### config.mk
export PLATFORM = sky130hd
export DESIGN_NAME = multicycle_alu_flat
export DESIGN_NICKNAME = d
export VERILOG_FILES = /design/src/rtl/multicycle_alu_if.sv /design/src/rtl/multicycle_alu.sv /design/src/flat_wrapper.sv
export SDC_FILE = /design/constraint.sdc
export NUM_CORES = 1
export LEC_CHECK = 0
export BUFFER_PORTS_ARGS = -buffer_cell sky130_fd_sc_hd__buf_4
export CAP_MARGIN = 20
export CORE_ASPECT_RATIO = 1.5
export CORE_UTILIZATION = 62
export CTS_BUF_LIST = sky130_fd_sc_hd__clkbuf_2 sky130_fd_sc_hd__clkbuf_4 sky130_fd_sc_hd__clkbuf_8
export CTS_CLUSTER_DIAMETER = 150
export DETAILED_ROUTE_END_ITERATION = 8
export PLACE_DENSITY_LB_ADDON = 0.1
export SLEW_MARGIN = 5
export SYNTH_ARGS = -nofsm -noshare
export SYNTH_HDL_FRONTEND = slang
export SYNTH_SLANG_ARGS = --single-unit
### constraint.sdc
create_clock -name clk -period 8 [get_ports clk]
set_input_delay 1.6 -clock clk [delete_from_list [all_inputs] [get_ports clk]]
set_output_delay 1.6 -clock clk [all_outputs]
set_load 0.05 [all_outputs]
### src/rtl/multicycle_alu_if.sv
// multicycle_alu_if: request/result bundle for the multi-cycle ALU.
// master drives start/alu_control/a/b; slave returns busy/done/result/zero.
interface multicycle_alu_if #(
  parameter int WIDTH = 32
) ();
  logic             start;
  logic [2:0]       alu_control;
  logic [WIDTH-1:0] a;
  logic [WIDTH-1:0] b;
  logic             busy;
  logic             done;
  logic [WIDTH-1:0] result;
  logic             zero;

  modport master (
    output start, alu_control, a, b,
    input  busy, done, result, zero
  );

  modport slave (
    input  start, alu_control, a, b,
    output busy, done, result, zero
  );
endinterface

### src/rtl/multicycle_alu.sv
// multicycle_alu: registered handshaked ALU; add/sub/and/or/slt in one cycle.
// Ports: clk, reset_n (sync, active low), bus (slave: start, alu_control,
// a, b in; busy, done, result, zero out). MULTICYCLE_ALU_SHIFT_EN adds
// iterative sll/srl/sra (one bit per cycle); without it 100/110/111 add.
module multicycle_alu #(
  parameter int WIDTH = 32
) (
  input  logic              clk,
  input  logic              reset_n,
  multicycle_alu_if.slave   bus
);

  logic [WIDTH-1:0] sum;
  logic [WIDTH-1:0] diff;
  logic             lt;
  logic [WIDTH-1:0] op_res;

  assign sum  = bus.a + bus.b;
  assign diff = bus.a - bus.b;
  assign lt   = $signed(bus.a) < $signed(bus.b);

  always_comb begin
    op_res = sum;
    unique case (bus.alu_control)
      3'b001:  op_res = diff;
      3'b010:  op_res = bus.a & bus.b;
      3'b011:  op_res = bus.a | bus.b;
      3'b101:  op_res = {{(WIDTH-1){1'b0}}, lt};
`ifdef MULTICYCLE_ALU_SHIFT_EN
      // Only reached here with a zero shift amount.
      3'b100,
      3'b110,
      3'b111:  op_res = bus.a;
`endif
      default: op_res = sum;
    endcase
  end

`ifdef MULTICYCLE_ALU_SHIFT_EN

  localparam int SHW = $clog2(WIDTH);
  localparam logic [SHW-1:0] CNT_ONE = 1;

  localparam logic [0:0] IDLE  = 1'b0;
  localparam logic [0:0] SHIFT = 1'b1;

  logic [0:0]       state_q;
  logic [WIDTH-1:0] sh_q;
  logic [WIDTH-1:0] sh_nxt;
  logic [SHW-1:0]   cnt_q;
  logic [SHW-1:0]   amt;
  logic [1:0]       kind_q;
  logic             shift_req;

  assign amt = bus.b[SHW-1:0];

  // 100/110/111 are shifts; 101 is slt. A zero amount stays single-cycle.
  assign shift_req = bus.alu_control[2]
                   & (bus.alu_control[1:0] != 2'b01)
                   & (amt != '0);

  // kind_q holds alu_control[1:0]: 00 sll, 10 srl, 11 sra.
  // sra keeps the msb in place, which is bit WIDTH-1 of the original a.
  always_comb begin
    sh_nxt = sh_q << 1;
    unique case (kind_q)
      2'b10:   sh_nxt = sh_q >> 1;
      2'b11:   sh_nxt = {sh_q[WIDTH-1], sh_q[WIDTH-1:1]};
      default: sh_nxt = sh_q << 1;
    endcase
  end

  assign bus.busy = (state_q == SHIFT);

  always_ff @(posedge clk) begin
    if (!reset_n) begin
      state_q    <= IDLE;
      sh_q       <= '0;
      cnt_q      <= '0;
      kind_q     <= '0;
      bus.result <= '0;
      bus.zero   <= 1'b1;
      bus.done   <= 1'b0;
    end else begin
      bus.done <= 1'b0;
      unique case (state_q)
        IDLE: begin
          if (bus.start) begin
            if (shift_req) begin
              sh_q    <= bus.a;
              cnt_q   <= amt;
              kind_q  <= bus.alu_control[1:0];
              state_q <= SHIFT;
            end else begin
              bus.result <= op_res;
              bus.zero   <= (op_res == '0);
              bus.done   <= 1'b1;
            end
          end
        end
        SHIFT: begin
          sh_q  <= sh_nxt;
          cnt_q <= cnt_q - CNT_ONE;
          if (cnt_q == CNT_ONE) begin
            bus.result <= sh_nxt;
            bus.zero   <= (sh_nxt == '0);
            bus.done   <= 1'b1;
            state_q    <= IDLE;
          end
        end
        default: state_q <= IDLE;
      endcase
    end
  end

`else

  assign bus.busy = 1'b0;

  always_ff @(posedge clk) begin
    if (!reset_n) begin
      bus.result <= '0;
      bus.zero   <= 1'b1;
      bus.done   <= 1'b0;
    end else begin
      bus.done <= bus.start;
      if (bus.start) begin
        bus.result <= op_res;
        bus.zero   <= (op_res == '0);
      end
    end
  end

`endif

endmodule

### src/flat_wrapper.sv
// flat-port wrapper written by rule: the top's interface ports become plain ports
module multicycle_alu_flat 
#(
  parameter int WIDTH = 32
)
  (clk, reset_n, bus_start, bus_alu_control, bus_a, bus_b, bus_busy, bus_done, bus_result, bus_zero);
  multicycle_alu_if #(.WIDTH(WIDTH)) bus_i ();
  input  logic clk;
  input  logic reset_n;
  input wire logic [$bits(bus_i.start)-1:0] bus_start;
  input wire logic [$bits(bus_i.alu_control)-1:0] bus_alu_control;
  input wire logic [$bits(bus_i.a)-1:0] bus_a;
  input wire logic [$bits(bus_i.b)-1:0] bus_b;
  output wire logic [$bits(bus_i.busy)-1:0] bus_busy;
  output wire logic [$bits(bus_i.done)-1:0] bus_done;
  output wire logic [$bits(bus_i.result)-1:0] bus_result;
  output wire logic [$bits(bus_i.zero)-1:0] bus_zero;
  assign bus_i.start = bus_start;
  assign bus_i.alu_control = bus_alu_control;
  assign bus_i.a = bus_a;
  assign bus_i.b = bus_b;
  assign bus_busy = bus_i.busy;
  assign bus_done = bus_i.done;
  assign bus_result = bus_i.result;
  assign bus_zero = bus_i.zero;
  multicycle_alu #(.WIDTH(WIDTH)) u_core (.clk(clk), .reset_n(reset_n), .bus(bus_i));
endmodule
==> metrics.md, run 1 <==
| Metric | Value |
|---|---|
| Post-CTS Resized | 0 |
| Category of the most critical setup path | primary input to register |
| # port buffers | around 100 |
| Launch point of the worst reg-to-reg path | u_core.bus.result[4]$_SDFFE_PN0P_ |
| Drt total wl | around 26,000 µm |
| Number of global-route vias before repair | approximately 8,000 |
| Critical path, cell by cell | buf_4 > inv_1 > ha_1 > nor4_1 > o211ai_1 > o211ai_1 > nor3_1 > a211oi_2 > a2111oi_0 > a311oi_1 > o211ai_1 > nor4_1 > nand3_1 > o31ai_2 |
| CTS tree | built |
| Most numerous cell in the Yosys netlist | inv_1 |
| Most used flip-flop cell after synthesis | dfxtp_1 |
| Worst endpoint required time | ~8200 ps |
| Slew headroom | about a quarter |
| Final worst path period need | between 5000 and 6000 ps |
| Peak supply drop | 91.59 µV |
| Die Height | 130.7 µm |
| Final global-route overflow total | 0 |
| Clock Skew | 0 ps |
| Cell count of the worst hold path | 2 |
| Worst hold path startpoint | u_core.bus.result[27]$_SDFFE_PN0P_ |
| Top cell type's share of synthesized area | roughly 18% |
| Fin. max-slew vios | 0 |
| Layout Nets | ~1,200 |
| Antenna violations before repair | 0 |
| Total global-route track usage | between 40% and 50% |
| Core region area | between 0.01 and 0.015 mm² |
| Worst hold-check path type | register to register |
| Clock latency on the worst-skew pair | ~300 ps |
| Clock net sink count | 34 |
| Post-synthesis instance area | approximately 0.007 mm² |
| Fraction of final layout cells with drive strength greater than 1 | between 10 and 15% |
| Highest cell delay on the worst timing path | around 800 ps |
| Synth top area cells | ha_1 (18%), dfxtp_1 (9.9%), a21oi_1 (6.7%) |
| Cell repeated most along the worst path | o211ai_1 |
| Unique masters post-synth | 82 |
| DR vias | a little over 8,000 |
| Fillers | 909 |
| Area of the multi-input gates | roughly 0.0055 mm² |
| Sequential share of the synthesized area | under 10% |
| Net Count, Synth | between 1,000 and 1,500 |
| Arrival time of the worst setup path | 5770 ps |
| Status | completed |
| Number of buffers created by CTS | 5 |
| Antenna diode instance count | 0 |
| Crit path launch | bus_b[13] |
| Starting DRC count in detailed routing | between 1,000 and 1,500 |
| Post-layout utilization of the core | 72.48% |
| Cells after synthesis | roughly 1,000 |
| Startpoint types | primary input |
| Mean instance size in the synthesized netlist | between 6 and 7 µm² |
| Proportion of register bits with asynchronous set or reset after synthesis | 0% |
| Number of remaining DRC errors | 0 |
| Overall die width | between 80 and 90 µm |
| Detail-routed net length per standard cell | roughly 22 µm |
| Initial Util | 64.34% |
| # setup viols final | 0 |
| First-pass GRT wire length | 41,520 µm |
| Placement row count | 46 |
| Flop and latch count out of synthesis | 34 |
| Hold Violations, Final | 0 |
| HPWL after detailed placement | ~20,000 µm |
| Unrepaired setup endpoints after global routing | no |
| Cell taking the most area after synthesis | ha_1 |
| Slowest cell on the critical path | a311oi_1 |
| Flip-flop and latch area | 680.7 µm² |
| EDFF count, synth | 0 |
| Number of H-tree levels | 2 |
| Number of detailed-route iterations in the first pass | 8 |
| FF-to-FF path depth | 2 |
| Endpoint class of the critical path | register |
| Static power due to leakage | 0.003620 µW |
| Setup tns final | 0 ps |
| Num ports | between 100 and 150 |
| Final worst path period share | approximately 70% |
| Cell at the root of the clock tree | clkbuf_8 |
| Number of nets with antenna violations after routing | 0 |
| Total of warnings raised by yosys | 0 |
| Clock-pin slew on the worst setup and hold paths | 80 ps |
| Detail-routed via count per cell | just under 7 |
| Ranking of synthesized cells by instance count | inv_1 (112), nor2_1 (108), ha_1 (96) |
| Crit Path Max Fanout | 17 |
| Post-CTS Hold Fix Bufs | 0 |
| Total setup buffers inserted after CTS | 0 |
| Area of the die | about 0.011 mm² |
| Least-Margin Pin Slew | 1103 ps |
| Pin count of the biggest net entering global routing | 41 |
| Number of max-capacitance violations reported | 0 |
| Power density over the cells | between 100 and 150 mW/mm² |
| Final RePlAce weighted congestion | 1.026 |
| Max Buffers Root-to-Sink | 2 |
| Synth-to-Final Area Change | 12.66% |
| Highest clock rate | between 150 and 200 MHz |
[stage by stage]
stage,area [µm²],total power [µW],hold slack (ps),instances,setup slack (ps)
finish,7717,1010,472.4,1201,2450
global route,7717,1058,495.1,1201,2251
CTS,7712,976.4,475.5,1200,2687
detailed placement,7575,776.9,457.4,1192,2401
global placement,7575,771.4,453.3,1192,2513
floorplan,6850,603.8,689.9,1004,3409
[worst max-delay path, delay by kind of cell]
family                     cells  cell delay [ps]
AOI/OAI and AO/OA              7             2260
adders and majority gates      1              530
buffers and inverters          2              140
and+or+nand+nor                4             1240
[cells by family after synthesis]
family	share of synthesized area (%)
adder cells (fa/ha/maj)	18.12
AO/OA/AOI/OAI	35.71
XOR/XNOR	0.6394
other	0.05474
buffers and inverters	10.26
multiplexers	3.982
AND/OR/NAND/NOR	21.30
flip-flops	9.936
[metal layers]
layer / wire length [µm] / track usage, % / part of all wire (%) / vias to the layer above
met1: 8545 / 49.79 / 33 / 3762
li1: - / - / - / 3750
met4: 2525 / 37.70 / 9.6 / 0
met3: 2725 / 16.39 / 10 / 212
met2: 12400 / 76.33 / 47 / 587
met5: 0 / 0 / 0 / -
[final timing paths]
path	slack (ps)	end
max reg2reg	7230	u_core.bus.result[4]$_SDFFE_PN0P_
min	470	u_core.bus.result[27]$_SDFFE_PN0P_
max	2450	u_core.bus.zero$_SDFFE_PN1P_
min reg2reg	470	u_core.bus.result[27]$_SDFFE_PN0P_
[sequential cells by signal, summed over array words and instances, names as in the netlist]
| signal | count |
|---|---|
| u_core.bus.zero | 1 |
| u_core.bus.done | 1 |
| u_core.bus.result | 32 |
[power by group]
group	switching [µW]	internal, µW
sequential	11.8	185
combinational	402	205
clock	80.5	125
total	494	516
[placed cells by master, fill, tap and decap left out, types with 25 or more instances in the layout]
| master | Yosys | routed |
|---|---|---|
| a211oi_1 | 27 | 27 |
| a21oi_1 | 92 | 92 |
| nand2_1 | 68 | 68 |
| buf_4 | 2 | 108 |
| mux2i_1 | 25 | 25 |
| nor2_1 | 108 | 108 |
| ha_1 | 96 | 96 |
| o21ai_0 | 45 | 45 |
| dfxtp_1 | 34 | 34 |
| inv_1 | 112 | 112 |
| nor3_1 | 26 | 25 |
[layout make-up]
type | instances | area share, %
flip-flops and latches | 34 | 8.820
repair buffers | 109 | 10.57
clock inverters | 3 | 0.8917
multi-input cells | 791 | 70.90
well taps | 144 | 2.335
inverters | 115 | 5.593
clock buffers | 5 | 0.8917
Power figures use the tool's default switching activity.
==> inputs of run 2 (changes only) <==
--- a/config.mk
+++ b/config.mk
@@ -8,7 +8,7 @@
 export BUFFER_PORTS_ARGS = -buffer_cell sky130_fd_sc_hd__buf_4
 export CAP_MARGIN = 20
 export CORE_ASPECT_RATIO = 1.5
-export CORE_UTILIZATION = 62
+export CORE_UTILIZATION = 55
 export CTS_BUF_LIST = sky130_fd_sc_hd__clkbuf_2 sky130_fd_sc_hd__clkbuf_4 sky130_fd_sc_hd__clkbuf_8
 export CTS_CLUSTER_DIAMETER = 150
 export DETAILED_ROUTE_END_ITERATION = 8
==> constraint.sdc (replaced) <==
create_clock -name clk -period 4.8 [get_ports clk]
set_input_delay 0.96 -clock clk [delete_from_list [all_inputs] [get_ports clk]]
set_output_delay 0.96 -clock clk [all_outputs]
set_load 0.05 [all_outputs]
==> run 2 against run 1 <==
Via count down 2.1%. Worst setup slack lost 2000 ps. Wire length shrank 4.5%. Largest cell class unchanged. Largest power group unchanged.
==> metrics.md, run 2 (synthesis gave the netlist of run 1 again) <==
| Metric | Value |
|---|---|
| Clock-pin slew on the worst setup and hold paths | 70 ps (about the same) |
| Global-route track usage on met3 | 4.660% (-12 points) |
| Number of nets with antenna violations after routing | 0 (unchanged) |
| Fin. max-slew vios | 0 (unchanged) |
| Crit Path Max Fanout | 5 (-12) |
| # port buffers | 103 (unchanged) |
| Initial Util | 56.72% (-7.6 points) |
| CTS tree | built |
| Placement row count | 49 (+6.5%) |
| DR vias | 8,139 (-2.1%) |
| Total global-route track usage | 38.45% (-8.9 points) |
| Clock net sink count | 34 (unchanged) |
| Grt met2 use | 68.77% (-7.6 points) |
| Number of remaining DRC errors | 0 (unchanged) |
| Synth-to-Final Area Change | 15.23% |
| Highest clock rate | between 200 and 250 MHz |
| Area of the die | 0.01292 mm² (+12%) |
| Fraction of final layout cells with drive strength greater than 1 | 15.45% (+1.9 points) |
| Clock Skew | 0 ps (unchanged) |
| Unrepaired setup endpoints after global routing | no |
| Overall die width | 93.13 µm (+6.0%) |
| Final Worst Setup Slack | 482.4 ps (-1967 ps) |
| Max Buffers Root-to-Sink | 2 (unchanged) |
| Status | completed |
| Final global-route overflow total | 0 (unchanged) |
| HPWL after detailed placement | 19,790 µm (+1.3%) |
| Register with the most flip-flops | u_core.bus.result |
| Peak supply drop | 137.6 µV (+50%) |
| Most common library cell in the layout ignoring fill and taps | buf_4 |
| Category of the most critical setup path | primary input to register |
| Startpoint types | primary input |
| Post-CTS Resized | 0 (unchanged) |
| Cell at the root of the clock tree | clkbuf_8 |
| Antenna violations before repair | 0 (unchanged) |
| First-pass GRT wire length | 39,230 µm (-5.5%) |
| Setup tns final | 0 ps (unchanged) |
| Number of buffers created by CTS | 5 (unchanged) |
| Met1 track utilization from global routing | 40.90% (-8.9 points) |
| Static power due to leakage | 0.003729 µW (+3.0%) |
| Number of global-route vias before repair | 7,697 (-2.2%) |
| Detail-routed via count per cell | 6.596 (-4.7%) |
| Worst Setup Slack post-DPL | 223.8 ps (-2177 ps) |
| Most frequent cells in the layout | buf_4 (134), inv_1 (112), nor2_1 (108), ha_1 (96), a21oi_1 (92) |
| Num ports | 105 (unchanged) |
| Total setup buffers inserted after CTS | 0 (unchanged) |
| Worst hold-check path type | register to register |
| Power density over the cells | 205.3 mW/mm² (+57%) |
| Final worst path period need | 4318 ps |
| Final worst path period share | between 80% and 90% |
| Number of flip-flops under the largest register name | 32 (unchanged) |
| Top Usage Layer GRT | met2 |
| Post-CTS Hold Fix Bufs | 0 (unchanged) |
| Endpoint class of the critical path | register |
| Number of H-tree levels | 2 (unchanged) |
| Antenna diode instance count | 0 (unchanged) |
| Registers with the most flip-flops | u_core.bus.result x32, u_core.bus.done x1, u_core.bus.zero x1 |
| Worst endpoint required time | 5020 ps (-3200 ps) |
| Least-Margin Pin Slew | 1001 ps (-102.5 ps) |
| Slew headroom | 33.22% (+6.8 points) |
| Layout Nets | 1,249 (+2.0%) |
| Final RePlAce weighted congestion | 1.026 (about the same) |
| Starting DRC count in detailed routing | 613 (-43%) |
| Arrival time of the worst setup path | 4530 ps (-1240 ps) |
| Number of detailed-route iterations in the first pass | 5 (-3) |
| # setup viols final | 0 (unchanged) |
| Die Height | 138.7 µm (+6.1%) |
| Drt total wl | 25,020 µm (-4.5%) |
| Hold Violations, Final | 0 (unchanged) |
| Pin count of the biggest net entering global routing | 41 (unchanged) |
| Detail-routed net length per standard cell | 20.27 µm (-7.1%) |
| Number of max-capacitance violations reported | 0 (unchanged) |
| Clock latency on the worst-skew pair | 290 ps (about the same) |
| Core region area | 0.01208 mm² (+13%) |
## run 2: power breakdown
part / internal (µW) / switching (µW) / total [µW]
sequential: 309 / 18.8 / 328
combinational: 361 / 657 / 1020
clock: 166 / 108 / 275
## run 2: final timing paths
check | start | slack (ps) | to | depth (start not counted)
max | bus_b[0] | 480 | u_core.bus.zero$_SDFFE_PN1P_ | 14
min reg2reg | u_core.bus.result[16]$_SDFFE_PN0P_ | 470 | u_core.bus.result[16]$_SDFFE_PN0P_ | 2
min | u_core.bus.result[16]$_SDFFE_PN0P_ | 470 | u_core.bus.result[16]$_SDFFE_PN0P_ | 2
max reg2reg | u_core.bus.result[4]$_SDFFE_PN0P_ | 4020 | u_core.bus.result[4]$_SDFFE_PN0P_ | 2
## run 2: cell type report
class                   count  area, µm²
multi-input cells         791       5472
fillers                  1150       4184
repair buffers            134       1006
flip-flops and latches     34      680.7
inverters                 115      431.7
well taps                 153      191.4
clock buffers               6      82.58
clock inverters             1      30.03
## run 2: worst max-delay path, stage by stage
cell and delay (ps):
buf_4 130, ha_1 230, fa_1 420, nor3_1 320, nor3_1 170, o31a_1 280
o22ai_1 160, a211oi_1 130, or4_1 520, nor4_1 340, nand4_1 180, nor4_1 320
nand3_1 170, o31ai_2 200
## run 2: per-stage QoR
| stage | util (%) | instance area, µm² | power [µW] | std cells | hold WS (ps) |
|---|---|---|---|---|---|
| 4_1_cts | 65.36 | 7894 | 1596 | 1234 | 469.8 |
| 3_3_place_gp | 64.43 | 7781 | 1322 | 1227 | 457.2 |
| 6_report | 65.36 | 7894 | 1620 | 1234 | 468.1 |
| 5_1_grt | 65.36 | 7894 | 1710 | 1234 | 487.9 |
| 3_5_place_dp | 64.43 | 7781 | 1324 | 1227 | 459.0 |
| 2_1_floorplan | - | 6850 | 1006 | 1004 | 689.9 |
## run 2: per-layer routing
layer	wire, µm	up-vias	part of all wire (%)
li1	-	3804	-
met1	9019	3731	36
met2	12290	438	49
met3	1539	166	6.2
met4	2169	0	8.7
met5	0	-	0
==> inputs of run 3 (changes only) <==
--- a/config.mk
+++ b/config.mk
@@ -5,6 +5,7 @@
 export SDC_FILE = /design/constraint.sdc
 export NUM_CORES = 1
 export LEC_CHECK = 0
+export ABC_AREA = 1
 export BUFFER_PORTS_ARGS = -buffer_cell sky130_fd_sc_hd__buf_4
 export CAP_MARGIN = 20
 export CORE_ASPECT_RATIO = 1.5
==> run 3 against run 2 <==
Register-to-register slack better by 50 ps. Die area up 9.2%. Clock skew unchanged. Sequential power down 2%. Sequential share of layout area down 0.46 points. Wire length up 13%. Worst setup slack better by 1100 ps. Largest power group unchanged. Highest routed layer unchanged.
==> metrics.md, run 3 <==
| Metric | Value |
|---|---|
| Status | completed |
| Registers with the most flip-flops | u_core.bus.result x32, u_core.bus.done x1, u_core.bus.zero x1 |
| # port buffers | 103 (unchanged) |
| Cell repeated most along the worst path | nand2_1 |
| Final worst path period share | 68.05% (-22 points) |
| First-pass GRT wire length | 44,110 µm (+12%) |
| HPWL after detailed placement | 23,640 µm (+19%) |
| Total setup buffers inserted after CTS | 0 (unchanged) |
| Clock Skew | 0 ps (unchanged) |
| Fin. max-slew vios | 0 (unchanged) |
| Layout Nets | 1,644 (+32%) |
| Finished Cell Area | 0.008338 mm² (+5.6%) |
| Highest clock rate | 306.2 MHz (+32%) |
| Worst hold-check path type | register to register |
| Unique masters post-synth | 40 (-51%) |
| Unrepaired setup endpoints after global routing | no |
| Number of remaining DRC errors | 0 (unchanged) |
| Post-placement cell area | 0.008243 mm² (+5.9%) |
| Sequential share of the synthesized area | 9.088% (-0.85 points) |
| Reg-to-Reg End | u_core.bus.result[23]$_SDFFE_PN0P_ |
| Register with the most flip-flops | u_core.bus.result |
| Detail-routed net length per standard cell | 17.23 µm (-15%) |
| Flop and latch count out of synthesis | 34 (unchanged) |
| Starting DRC count in detailed routing | 642 (+4.7%) |
| Drt total wl | 28,190 µm (+13%) |
| Number of flip-flops under the largest register name | 32 (unchanged) |
| # setup viols final | 0 (unchanged) |
| Highest cell delay on the worst timing path | 310 ps (-210 ps) |
| Clock latency on the worst-skew pair | 280 ps (about the same) |
| Worst hold path startpoint | u_core.bus.result[8]$_SDFFE_PN0P_ |
| Most used flip-flop cell after synthesis | dfxtp_1 |
| Synth top area cells | nand2_1 (20%), ha_1 (16%), inv_1 (13%) |
| FF-to-FF path depth | 4 (+2) |
| Most frequent cells in the layout | nand2_1 (394), inv_1 (259), nor2_1 (193), nand3_1 (138), buf_4 (108) |
| Mean instance size in the synthesized netlist | 5.346 µm² (-22%) |
| Net Count, Synth | 1,569 (+34%) |
| Top cell type's share of synthesized area | 19.75% (+2.2 points) |
| Arrival time of the worst setup path | 3490 ps (-1040 ps) |
| Overall power consumption | 1544 µW (-4.7%) |
| Num ports | 105 (unchanged) |
| Least-Margin Pin Slew | 1127 ps (+126.2 ps) |
| EDFF count, synth | 0 (unchanged) |
| Setup tns final | 0 ps (unchanged) |
| Launch point of the worst reg-to-reg path | u_core.bus.result[23]$_SDFFE_PN0P_ |
| Ranking of synthesized cells by instance count | nand2_1 (394), inv_1 (259), nor2_1 (193) |
| Peak supply drop | 146.0 µV (+6.1%) |
| Number of nets with antenna violations after routing | 0 (unchanged) |
| Initial Util | 56.98% (+0.26 points) |
| Placement row count | 51 (+4.1%) |
| Number of H-tree levels | 2 (unchanged) |
| Post-synthesis instance area | 0.007490 mm² (+9.3%) |
| Number of max-capacitance violations reported | 0 (unchanged) |
| Slew headroom | 24.87% (-8.3 points) |
| Final global-route overflow total | 0 (unchanged) |
| Fraction of final layout cells with drive strength greater than 1 | 10.56% (-4.9 points) |
| Final worst path period need | 3266 ps (-1051 ps) |
| Cells after synthesis | 1,401 (+40%) |
| Max Buffers Root-to-Sink | 2 (unchanged) |
| Endpoint class of the critical path | register |
| Cell at the root of the clock tree | clkbuf_8 |
| Cell count of the worst hold path | 2 (unchanged) |
| Post-CTS Hold Fix Bufs | 0 (unchanged) |
| Die Height | 144.9 µm (+4.5%) |
| Most numerous cell in the Yosys netlist | nand2_1 |
| Overall die width | 97.28 µm (+4.5%) |
| Slowest cell on the critical path | ha_1 |
| Total global-route track usage | 39.51% (+1.1 points) |
| Clock-pin slew on the worst setup and hold paths | 70 ps (about the same) |
| Antenna violations before repair | 0 (unchanged) |
| Startpoint types | primary input |
| Final RePlAce weighted congestion | 1.057 (+3.0%) |
| Post-CTS Resized | 0 (unchanged) |
| Worst Hold Slack | 489.9 ps (+21.78 ps) |
| Power density over the cells | 185.2 mW/mm² (-9.8%) |
| Flop-to-flop setup slack | 4070 ps (+50 ps) |
| Hold Violations, Final | 0 (unchanged) |
| Post-layout utilization of the core | 63.43% (-1.9 points) |
| CTS tree | built |
| Number of detailed-route iterations in the first pass | 6 (+1) |
| Worst-case hold path end point | u_core.bus.result[8]$_SDFFE_PN0P_ |
| Number of buffers created by CTS | 5 (unchanged) |
| Core region area | 0.01315 mm² (+8.8%) |
| Pin count of the biggest net entering global routing | 50 (+22%) |
| Static power due to leakage | 0.004948 µW (+33%) |
| Most common library cell in the layout ignoring fill and taps | nand2_1 |
| Antenna diode instance count | 0 (unchanged) |
| Cell taking the most area after synthesis | nand2_1 |
| Number of global-route vias before repair | 8,951 (+16%) |
| Proportion of register bits with asynchronous set or reset after synthesis | 0% (unchanged) |
| DR vias | 9,175 (+13%) |
| Worst endpoint required time | 5020 ps (about the same) |
| Total of warnings raised by yosys | 0 (unchanged) |
| Critical path, cell by cell | buf_4 > inv_1 > ha_1 > inv_1 > nand2_1 > nand2_1 > nand3_1 > nand2_1 > nand2_1 > nand3_1 > nand3_1 > nand2_1 > nand2_1 > nand3_1 > nand2_1 > nand2_1 > nand3_1 > nor2_1 > nand3_1 > nand2_1 |
| Synth-to-Final Area Change | 11.33% |
| Detail-routed via count per cell | 5.608 (-15%) |
| Crit Path Max Fanout | 4 (-1) |
| Clock net sink count | 34 (unchanged) |
| Area of the die | 0.01410 mm² (+9.2%) |
| Category of the most critical setup path | primary input to register |
==> run 3: report_power, final <==
group / switching [µW] / internal (µW)
Sequential: 14.2 / 307
Combinational: 696 / 305
Clock: 101 / 121
==> run 3: layer usage <==
layer	up-vias	GRT usage [%]	wire, µm
met2	424	70.53	13720
met4	0	37.35	3202
met5	-	0	0
li1	4506	-	-
met3	151	4.432	1633
met1	4094	39.05	9631
==> run 3: critical path, delay by kind of cell <==
kind                     cells  cell delay (ps)
buffers and inverters        3              310
AND/OR/NAND/NOR             16             1920
adder cells (fa/ha/maj)      1              310
==> run 3: cell families after synthesis <==
group	after synthesis	synth area share, %
buffers and inverters	303	16.66
and+or+nand+nor	790	44.15
adders and majority gates	98	16.57
AOI/OAI and AO/OA	173	13.15
xor gates and xnor gates	2	0.3342
other	1	0.05007
DFF	34	9.088
==> run 3: how the worst max path moves through the flow <==
stage,depth (start not counted),endpoint,from
after detailed placement,16,u_core.bus.result[31]$_SDFFE_PN0P_,bus_b[10]
after global routing,18,u_core.bus.zero$_SDFFE_PN1P_,bus_b[8]
after CTS,18,u_core.bus.zero$_SDFFE_PN1P_,bus_b[0]
final,20,u_core.bus.zero$_SDFFE_PN1P_,bus_b[1]
after global placement,18,u_core.bus.zero$_SDFFE_PN1P_,bus_b[0]
after floorplan,18,u_core.bus.zero$_SDFFE_PN1P_,bus_a[0]
==> run 3: layout make-up <==
type / instances / area [µm²]
clock buffer: 7 / 90.09
timing repair buffer: 108 / 810.8
fill: 1411 / 4807
tap: 159 / 198.9
multi-input combinational: 1064 / 5565
sequential: 34 / 680.7
inverter: 263 / 987.2
clock inverter: 1 / 5.005
==> run 3: through the flow <==
stage	worst slack (ps)	cells
after CTS	1602	1636
after global placement	1307	1628
after detailed placement	1324	1628
after global routing	1319	1636
final	1534	1636
after floorplan	2008	1401
